<file path="config.mk">
export PLATFORM = sky130hd
export DESIGN_NAME = display_segundos
export DESIGN_NICKNAME = d
export VERILOG_FILES = /design/src/rtl/display_segundos.sv
export SDC_FILE = /design/constraint.sdc
export NUM_CORES = 1
export LEC_CHECK = 0
export CAP_MARGIN = 20
export CORE_UTILIZATION = 61
export CTS_BUF_LIST = sky130_fd_sc_hd__clkbuf_4
export DETAILED_ROUTE_END_ITERATION = 6
export GPL_ROUTABILITY_DRIVEN = 0
export GPL_TIMING_DRIVEN = 0
export PLACE_DENSITY = 0.84
export RECOVER_POWER = 100
export REMOVE_ABC_BUFFERS = 1
export SYNTH_ARGS = -nofsm -noshare
export SYNTH_HDL_FRONTEND = slang
export SYNTH_SLANG_ARGS = --single-unit
</file>
<file path="constraint.sdc">
create_clock -name clk -period 5.9 [get_ports clk]
set_input_delay 1.18 -clock clk [delete_from_list [all_inputs] [get_ports clk]]
set_output_delay 1.18 -clock clk [all_outputs]
set_load 0.05 [all_outputs]
</file>
<file path="src/rtl/display_segundos.sv">
// ============================================================================
// Module  : display_segundos
// Brief   : Seconds counter to 3-digit BCD (double-dabble FSM) + 7-seg scanner
// Revision: 1.0
// ============================================================================
`default_nettype none

module display_segundos #(
  parameter int SCAN_DIV = 27000
) (
  input  logic       clk,
  input  logic       reset,
  input  logic [7:0] segundos,
  output logic [6:0] seg,
  output logic [2:0] an,
  output logic [3:0] unidades,
  output logic [3:0] decenas,
  output logic [3:0] centenas,
  output logic       bcd_valid,
  output logic       busy
);

  localparam logic [1:0] c_st_idle = 2'd0;
  localparam logic [1:0] c_st_conv = 2'd1;
  localparam logic [1:0] c_st_done = 2'd2;
  localparam int         c_presc_w = (SCAN_DIV > 1) ? $clog2(SCAN_DIV) : 1;

  logic [1:0]           r_state;
  logic [1:0]           w_state_nxt;
  logic [7:0]           r_last_val;
  logic [19:0]          r_shift;
  logic [19:0]          w_adj;
  logic [2:0]           r_bitcnt;
  logic                 w_start;
  logic [c_presc_w-1:0] r_presc;
  logic                 w_wrap;
  logic [1:0]           r_idx;
  logic [1:0]           w_idx_nxt;
  logic [3:0]           w_digit;
  logic                 w_blank;
  logic [2:0]           w_an_nxt;

  function automatic logic [3:0] nib_adj(input logic [3:0] n);
    return (n >= 4'd5) ? n + 4'd3 : n;
  endfunction

  function automatic logic [6:0] seg_rom(input logic [3:0] d);
    case (d)
      4'd0:    return 7'b1111110;
      4'd1:    return 7'b0110000;
      4'd2:    return 7'b1101101;
      4'd3:    return 7'b1111001;
      4'd4:    return 7'b0110011;
      4'd5:    return 7'b1011011;
      4'd6:    return 7'b1011111;
      4'd7:    return 7'b1110000;
      4'd8:    return 7'b1111111;
      4'd9:    return 7'b1111011;
      default: return 7'b0000000;
    endcase
  endfunction

  assign w_start = (r_state == c_st_idle) && (segundos != r_last_val);

  // FSM state register
  always_ff @(posedge clk or posedge reset) begin
    if (reset) r_state <= c_st_idle;
    else       r_state <= w_state_nxt;
  end

  // FSM next-state logic
  always_comb begin
    w_state_nxt = r_state;
    case (r_state)
      c_st_idle: if (w_start) w_state_nxt = c_st_conv;
      c_st_conv: if (r_bitcnt == 3'd7) w_state_nxt = c_st_done;
      c_st_done: w_state_nxt = c_st_idle;
      default:   w_state_nxt = c_st_idle;
    endcase
  end

  // FSM outputs
  always_comb begin
    busy = (r_state == c_st_conv) || (r_state == c_st_done);
  end

  // Upper 12 bits hold the BCD nibbles, lower 8 bits the binary being shifted out
  always_comb begin
    w_adj        = r_shift;
    w_adj[11:8]  = nib_adj(r_shift[11:8]);
    w_adj[15:12] = nib_adj(r_shift[15:12]);
    w_adj[19:16] = nib_adj(r_shift[19:16]);
  end

  always_ff @(posedge clk or posedge reset) begin
    if (reset) begin
      r_last_val <= 8'd0;
      r_shift    <= 20'd0;
      r_bitcnt   <= 3'd0;
      unidades   <= 4'd0;
      decenas    <= 4'd0;
      centenas   <= 4'd0;
      bcd_valid  <= 1'b0;
    end else begin
      bcd_valid <= 1'b0;
      if (w_start) begin
        r_shift    <= {12'd0, segundos};
        r_last_val <= segundos;
        r_bitcnt   <= 3'd0;
      end else if (r_state == c_st_conv) begin
        r_shift  <= {w_adj[18:0], 1'b0};
        r_bitcnt <= r_bitcnt + 3'd1;
      end else if (r_state == c_st_done) begin
        centenas  <= r_shift[19:16];
        decenas   <= r_shift[15:12];
        unidades  <= r_shift[11:8];
        bcd_valid <= 1'b1;
      end
    end
  end

  assign w_wrap    = (r_presc == c_presc_w'(SCAN_DIV - 1));
  assign w_idx_nxt = (r_idx == 2'd2) ? 2'd0 : r_idx + 2'd1;

  // Select the digit for the slot about to be shown, with leading-zero blanking
  always_comb begin
    w_digit  = unidades;
    w_blank  = 1'b0;
    w_an_nxt = 3'b110;
    case (w_idx_nxt)
      2'd1: begin
        w_digit  = decenas;
        w_blank  = (centenas == 4'd0) && (decenas == 4'd0);
        w_an_nxt = 3'b101;
      end
      2'd2: begin
        w_digit  = centenas;
        w_blank  = (centenas == 4'd0);
        w_an_nxt = 3'b011;
      end
      default: begin
        w_digit  = unidades;
        w_blank  = 1'b0;
        w_an_nxt = 3'b110;
      end
    endcase
  end

  // seg/an only change on a scan step, so a mid-period digit update cannot glitch
  always_ff @(posedge clk or posedge reset) begin
    if (reset) begin
      r_presc <= '0;
      r_idx   <= 2'd0;
      seg     <= 7'b1111110;
      an      <= 3'b110;
    end else if (w_wrap) begin
      r_presc <= '0;
      r_idx   <= w_idx_nxt;
      seg     <= w_blank ? 7'b0000000 : seg_rom(w_digit);
      an      <= w_blank ? 3'b111 : w_an_nxt;
    end else begin
      r_presc <= r_presc + c_presc_w'(1);
    end
  end

endmodule

`default_nettype wire

</file>
Word level (Yosys, flattened, before mapping)
Memory sizes are Yosys's and may differ from the RTL's.
Index checks and enable logic that the tools add are counted.
{ "word_totals": {"rom_bits": 112, "register_bits": 73, "n_memories": 1, "word_cells": 63, "in_bits": 10, "output_inout_bits": 24} }
{ "classes": {"n_mux": 20, "n_bitwise": 2, "n_reduce_logical": 9, "n_eq_ne": 10, "order_cmp": 3, "add_sub_neg": 6} }
{ "mem_list": {"columns": ["name", "depth", "word_bits", "rd", "rd_ports_with_merged_regs", "write_ports", "line", "text"], "rows": [
  ["(no name shown)", 16, 7, 1, 0, 0, "48", "case (d)"]
]} }
{ "ops": {"columns": ["op", "n"], "rows": [
  ["20-bit 2-to-1 mux", 2],
  ["15-bit by 1-bit adder with 15-bit output, second input constant", 1],
  ["15-bit == test, second input constant", 1],
  ["15-bit 2-to-1 mux", 1],
  ["4-bit by 3-bit greater-or-equal comparator with 1-bit output, second input constant", 3],
  ["3-bit 2-to-1 mux", 4],
  ["4-bit by 2-bit adder with 4-bit output, second input constant", 2],
  ["4-bit logical NOT", 2],
  ["4-bit 2-to-1 mux", 2],
  ["8-bit inequality test", 1],
  ["4-bit one-hot mux with 2 select lines", 1],
  ["7-bit 2-to-1 mux", 1],
  ["2-bit == test, second input constant", 3],
  ["2-bit 2-to-1 mux", 3],
  ["3-bit one-hot mux with 2 select lines", 1],
  ["2-bit by 1-bit == test with 1-bit output, second input constant", 2],
  ["2-bit inequality test, second input constant", 2],
  ["2-bit one-hot mux with 2 select lines", 1],
  ["3-bit by 1-bit adder with 3-bit output, second input constant", 1],
  ["3-bit by 2-bit adder with 3-bit output, second input constant", 1],
  ["3-bit == test, second input constant", 1],
  ["1-bit 2-to-1 mux", 3],
  ["3-bit AND reduction", 1],
  ["2-bit by 1-bit adder with 2-bit output, second input constant", 1],
  ["other kinds (7)", 9]
]} }

Logic depth before layout (Yosys ltp)
An unclocked memory read counts as a cell.
{ "depth": {"word_depth": 6, "depth_mapped": 8, "ltp_nobuf": 7} }

Least setup slack after synthesis
Ideal clock, no wire load.
{ "synth_timing": {"kind": "input to register", "start": "input port segundos[7]", "end": "register r_bitcnt[0]", "t_arrival_ns": 2.229, "path_slack_ns": 3.539, "stages": 6, "required_time_ns": 5.768, "path_buffers": 2, "setup_time_ns": 0.132, "cell_sequence": "xor2_1 nor2_1 a31oi_1 clkbuf_1 clkbuf_1 nor2_1"} }
{ "synth_between": {"elab_chain_len": 3, "elab_cells_between_ends": 4, "classes_between": "1 x eq/ne; 1 x mux; 2 x reduce/logical"} }
{ "synth_rtl": {"columns": ["element", "line", "text"], "rows": [
  ["start: declaration", "13", "input logic [7:0] segundos,"],
  ["8-bit inequality test *", "63", "assign w_start = (r_state == c_st_idle) && (segundos != r_last_val);"],
  ["1-bit logical AND *", "63", null],
  ["3-bit 2-to-1 mux / 2-bit nonzero test (equally long branches)", null, null],
  ["end signal: assignment", "112", "r_bitcnt <= r_bitcnt + 3'd1;"],
  ["end: declaration", "33", "logic [2:0] r_bitcnt;"]
]} }
Mark *: on every way between the ends. The rest lies on a longest branch, timed or not.
A chain may end at the register's enable or synchronous reset.

Worst setup path in the final report
{ "layout_timing": {"start": "input port segundos[2]", "end": "register r_shift[0]"} }
{ "layout_between": {"elab_chain_len": 3, "elab_cells_between_ends": 4, "classes_between": "1 x eq/ne; 1 x mux; 2 x reduce/logical"} }
{ "layout_rtl": {"columns": ["element", "line", "text"], "rows": [
  ["8-bit inequality test *", "63", null],
  ["1-bit logical AND *", "63", null],
  ["20-bit 2-to-1 mux / 2-bit nonzero test (equally long branches)", null, null],
  ["end signal: assignment", "107", "r_shift <= {12'd0, segundos};"],
  ["end signal: assignment", "111", "r_shift <= {w_adj[18:0], 1'b0};"],
  ["end: declaration", "31", "logic [19:0] r_shift;"]
]} }
Marks and branches as above.

==> impl_metrics.csv <==
group,metric,value,unit
setup_path,crit_required,6.07,ns
die,core_area,5610,sq um
setup_path,regToRegEndpoint,"seg[1]$_DFFE_PP1N_",
grt,grt_max_degree,74,
sta,period_minus_slack,4.18,ns
hold_path,hold_path_end,"seg[3]$_DFFE_PP1N_",
power,power_density,368,nW/um^2
route,drt_drc_violations_left,0,
logic_synthesis,ys_warn_count,0,
placed_design,post-place-ws,2.42,ns
sta,drv_slew,127,
clock_network,cts.sinks,73,
clock_network,postCtsHoldBufs,0,
setup_path,path_max_fanout,39,
clock_network,clk_pin_slew_worst_paths,0.12,ns
run,drv_cap,3,
sta,relSlewSlack,-107,%
layout,seqCellArea,1840,sq um
power,ir_drop,0.306,mV
die,initial_core_util,64.8,%
grt,grt_pass1_wl,10800,microns
die,fp.dieArea,6270,sq um
layout,antennaDiodeCount,0,
sta,tightest_slew,3.09,ns
logic_synthesis,synth_area,3630,sq um
layout,final_cells,451,
layout,multi_input_area,1640,sq um
placed_design,placed_cells,435,
die,ios,34,
logic_synthesis,netlist.top_cell.by_area,"dfrtp_1",
route,via_per_inst,5.55,
outcome,status,"finished with violations",
layout,fill_cells,423,
grt,grt_usage,22.5,%
setup_path,critPathKind,"input pin to flop",
die,fp.dieH,79.2,microns
setup_path,r2r_cells,5,
setup_path,end_kind,"flop",
layout,nNetsFinal,402,
sta,skew,0.0204,ns
logic_synthesis,synth-seq-area-share,50.6,%
setup_path,ff2ff_setup_slack,2.44,ns
placed_design,port_buffers,33,
hold_path,min_path_cells,2,
sta,fmax,239,MHz
outcome,violations,"capacitance limit, slew limit",
die,die_x,79.2,microns
sta,grt_setup_unrepaired,"false",
route,wl,6290,microns
logic_synthesis,ys_async_sr_fraction,100,%
route,vias,2504,
sta,setup_tns,0,ns
grt,first_global_vias,2425,
placed_design,dp_hpwl,4330,microns
logic_synthesis,synth_cells,341,
layout,drive_above_1_share,11.1,%
clock_network,clk_path_buf_depth,2,
clock_network,cts_root_buf,"clkbuf_4",
grt,grt_remaining_overflow,0,
hold_path,min_path_type,"flop to flop",
clock_network,clock_latency,0.42,ns
route,first_iter_violations,162,
clock_network,cts_resized,0,
logic_synthesis,avgSynthCellArea,10.7,sq um
clock_network,tritoncts,"yes",
setup_path,cp-start-kind,"input pin",
clock_network,cts_setup_buffers,0,
power,p_leak,2.06,nW
setup_path,worstPathArrival,4.35,ns
die,num_rows,27,
layout,syn_to_final_growth,15.2,%
logic_synthesis,synthFlopType,"dfrtp_1",
sta,hold_viol_final,0,
logic_synthesis,synth.area.top_cells,"dfrtp_1, ha_1, dfstp_2",
logic_synthesis,synth_edf_count,0,
route,dr.pass1.iters,6,
sta,report.final.setup_viol,0,
logic_synthesis,yosysUniqueCellTypes,40,
clock_network,numCtsBuffers,9,
grt,antenna_found_initial,0,
clock_network,cts_max_level,3,
route,final_antenna_net_count,0,
logic_synthesis,synth_top_area_share,44.8,%
sta,period_share,70.8,%
sta,fin_ws,1.72,ns
hold_path,min_from,"seg[3]$_DFFE_PP1N_",
route,avgRoutedWirePerCell,14.0,microns
logic_synthesis,ys_ff_latch,73,
setup_path,reg2reg_from,"r_presc[3]$_DFF_PP0_",
-- cell usage in the layout, fill, tap and decap left out, types with 2 or more instances in the layout --
cell             instances
inv_1                   20
xor2_1                  15
dfrtp_1                 65
a21oi_1                 11
o211ai_1                 2
nand2_1                 30
or4_1                    2
nand4b_1                 2
nand4_1                  3
dfstp_2                  8
nand2b_1                 9
a211oi_1                 2
nand3_1                  9
dlygate4sd3_1           26
o21ai_0                 32
and3_1                   4
xnor2_1                 11
clkbuf_4                10
mux2i_1                 21
ha_1                    18
nor4_1                   3
o21a_1                   2
mux2_2                  16
bufinv_16                3
nor3_1                   2
nor2_1                  29
clkdlybuf4s50_1          7
a21o_1                   4
-- registers in the layout, summed over array words and instances (netlist names) --
signal / cells
unidades: 4
r_idx: 2
r_state: 2
bcd_valid: 1
centenas: 4
r_shift: 20
r_last_val: 8
seg: 7
r_presc: 15
an: 3
r_bitcnt: 3
decenas: 4
-- synth_stat cells (all sizes together) (2+ instances only) --
| library cell | n |
|---|---|
| a211oi | 2 |
| a21o | 4 |
| a21oi | 11 |
| and3 | 4 |
| buf | 5 |
| clkbuf | 7 |
| dfrtp | 65 |
| dfstp | 8 |
| ha | 18 |
| inv | 21 |
| mux2 | 16 |
| mux2i | 22 |
| nand2 | 30 |
| nand2b | 9 |
| nand3 | 9 |
| nand4 | 3 |
| nand4b | 2 |
| nor2 | 29 |
| nor3 | 2 |
| nor4 | 3 |
| o211ai | 2 |
| o21a | 2 |
| o21ai | 32 |
| or4 | 2 |
| xnor2 | 11 |
| xor2 | 15 |
-- layer usage --
layer  up-vias  share of wire (%)  GRT usage [%]
met4         0                1.8           11.1
met3        12                2.8           3.79
li1       1233                  -              -
met5         -                  0              0
met2        45                 49           37.2
met1      1214                 47           28.5
-- through the flow --
stage	util, %	cell area [sq um]	hold WS, ns	power (mW)
final	74.6	4180	0.481	1.54
after global routing	74.6	4180	0.503	1.63
after CTS	75.3	4220	0.470	1.57
after detailed placement	72.1	4040	0.453	1.18
after global placement	71.3	4000	0.452	1.12
after floorplan	-	3580	0.447	1.02
-- how the worst max path moves through the flow --
stage	from	to	slack (ns)	cells past startpoint
floorplan	segundos[7]	r_shift[0]$_DFFE_PP0P_	2.65	4
global route	segundos[2]	r_shift[0]$_DFFE_PP0P_	1.34	5
finish	segundos[2]	r_shift[0]$_DFFE_PP0P_	1.72	5
global placement	segundos[7]	r_shift[0]$_DFFE_PP0P_	1.27	5
CTS	r_state[0]$_DFFE_PP0P_	busy	2.71	3
detailed placement	segundos[6]	r_shift[0]$_DFFE_PP0P_	2.42	6
-- cell families (layout without fill, tap and decap cells) --
kind of cell | count (synthesis) | count (layout) | share of synthesized area (%)
and+or+nand+nor | 97 | 97 | 13.3
buffers and inverters | 33 | 71 | 3.69
DFF | 73 | 73 | 50.6
AOI/OAI and AO/OA | 56 | 56 | 8.65
muxes | 38 | 38 | 11.4
xor gates and xnor gates | 26 | 26 | 6.27
adders and majority gates | 18 | 18 | 6.20
-- report_power, final --
group / total (mW) / switching (mW) / internal, mW
clock: 0.391 / 0.174 / 0.217
sequential: 0.656 / 0.0643 / 0.592
combinational: 0.491 / 0.290 / 0.202
-- critical path, cell delays in order --
cell             delay (ns)
clkdlybuf4s50_1        0.50
xor2_1                 0.16
nor2_1                 0.07
a31oi_1                2.08
o21ai_0                0.36
-- final cells by class --
class	instances	area share (%)
flip-flops and latches	73	43.9
clock buffers	10	1.79
repair buffers	34	8.56
inverters	21	1.91
multi-input cells	235	39.1
well taps	72	2.15
clock inverters	6	2.54
Note: power is estimated with default switching activity, not from simulation.
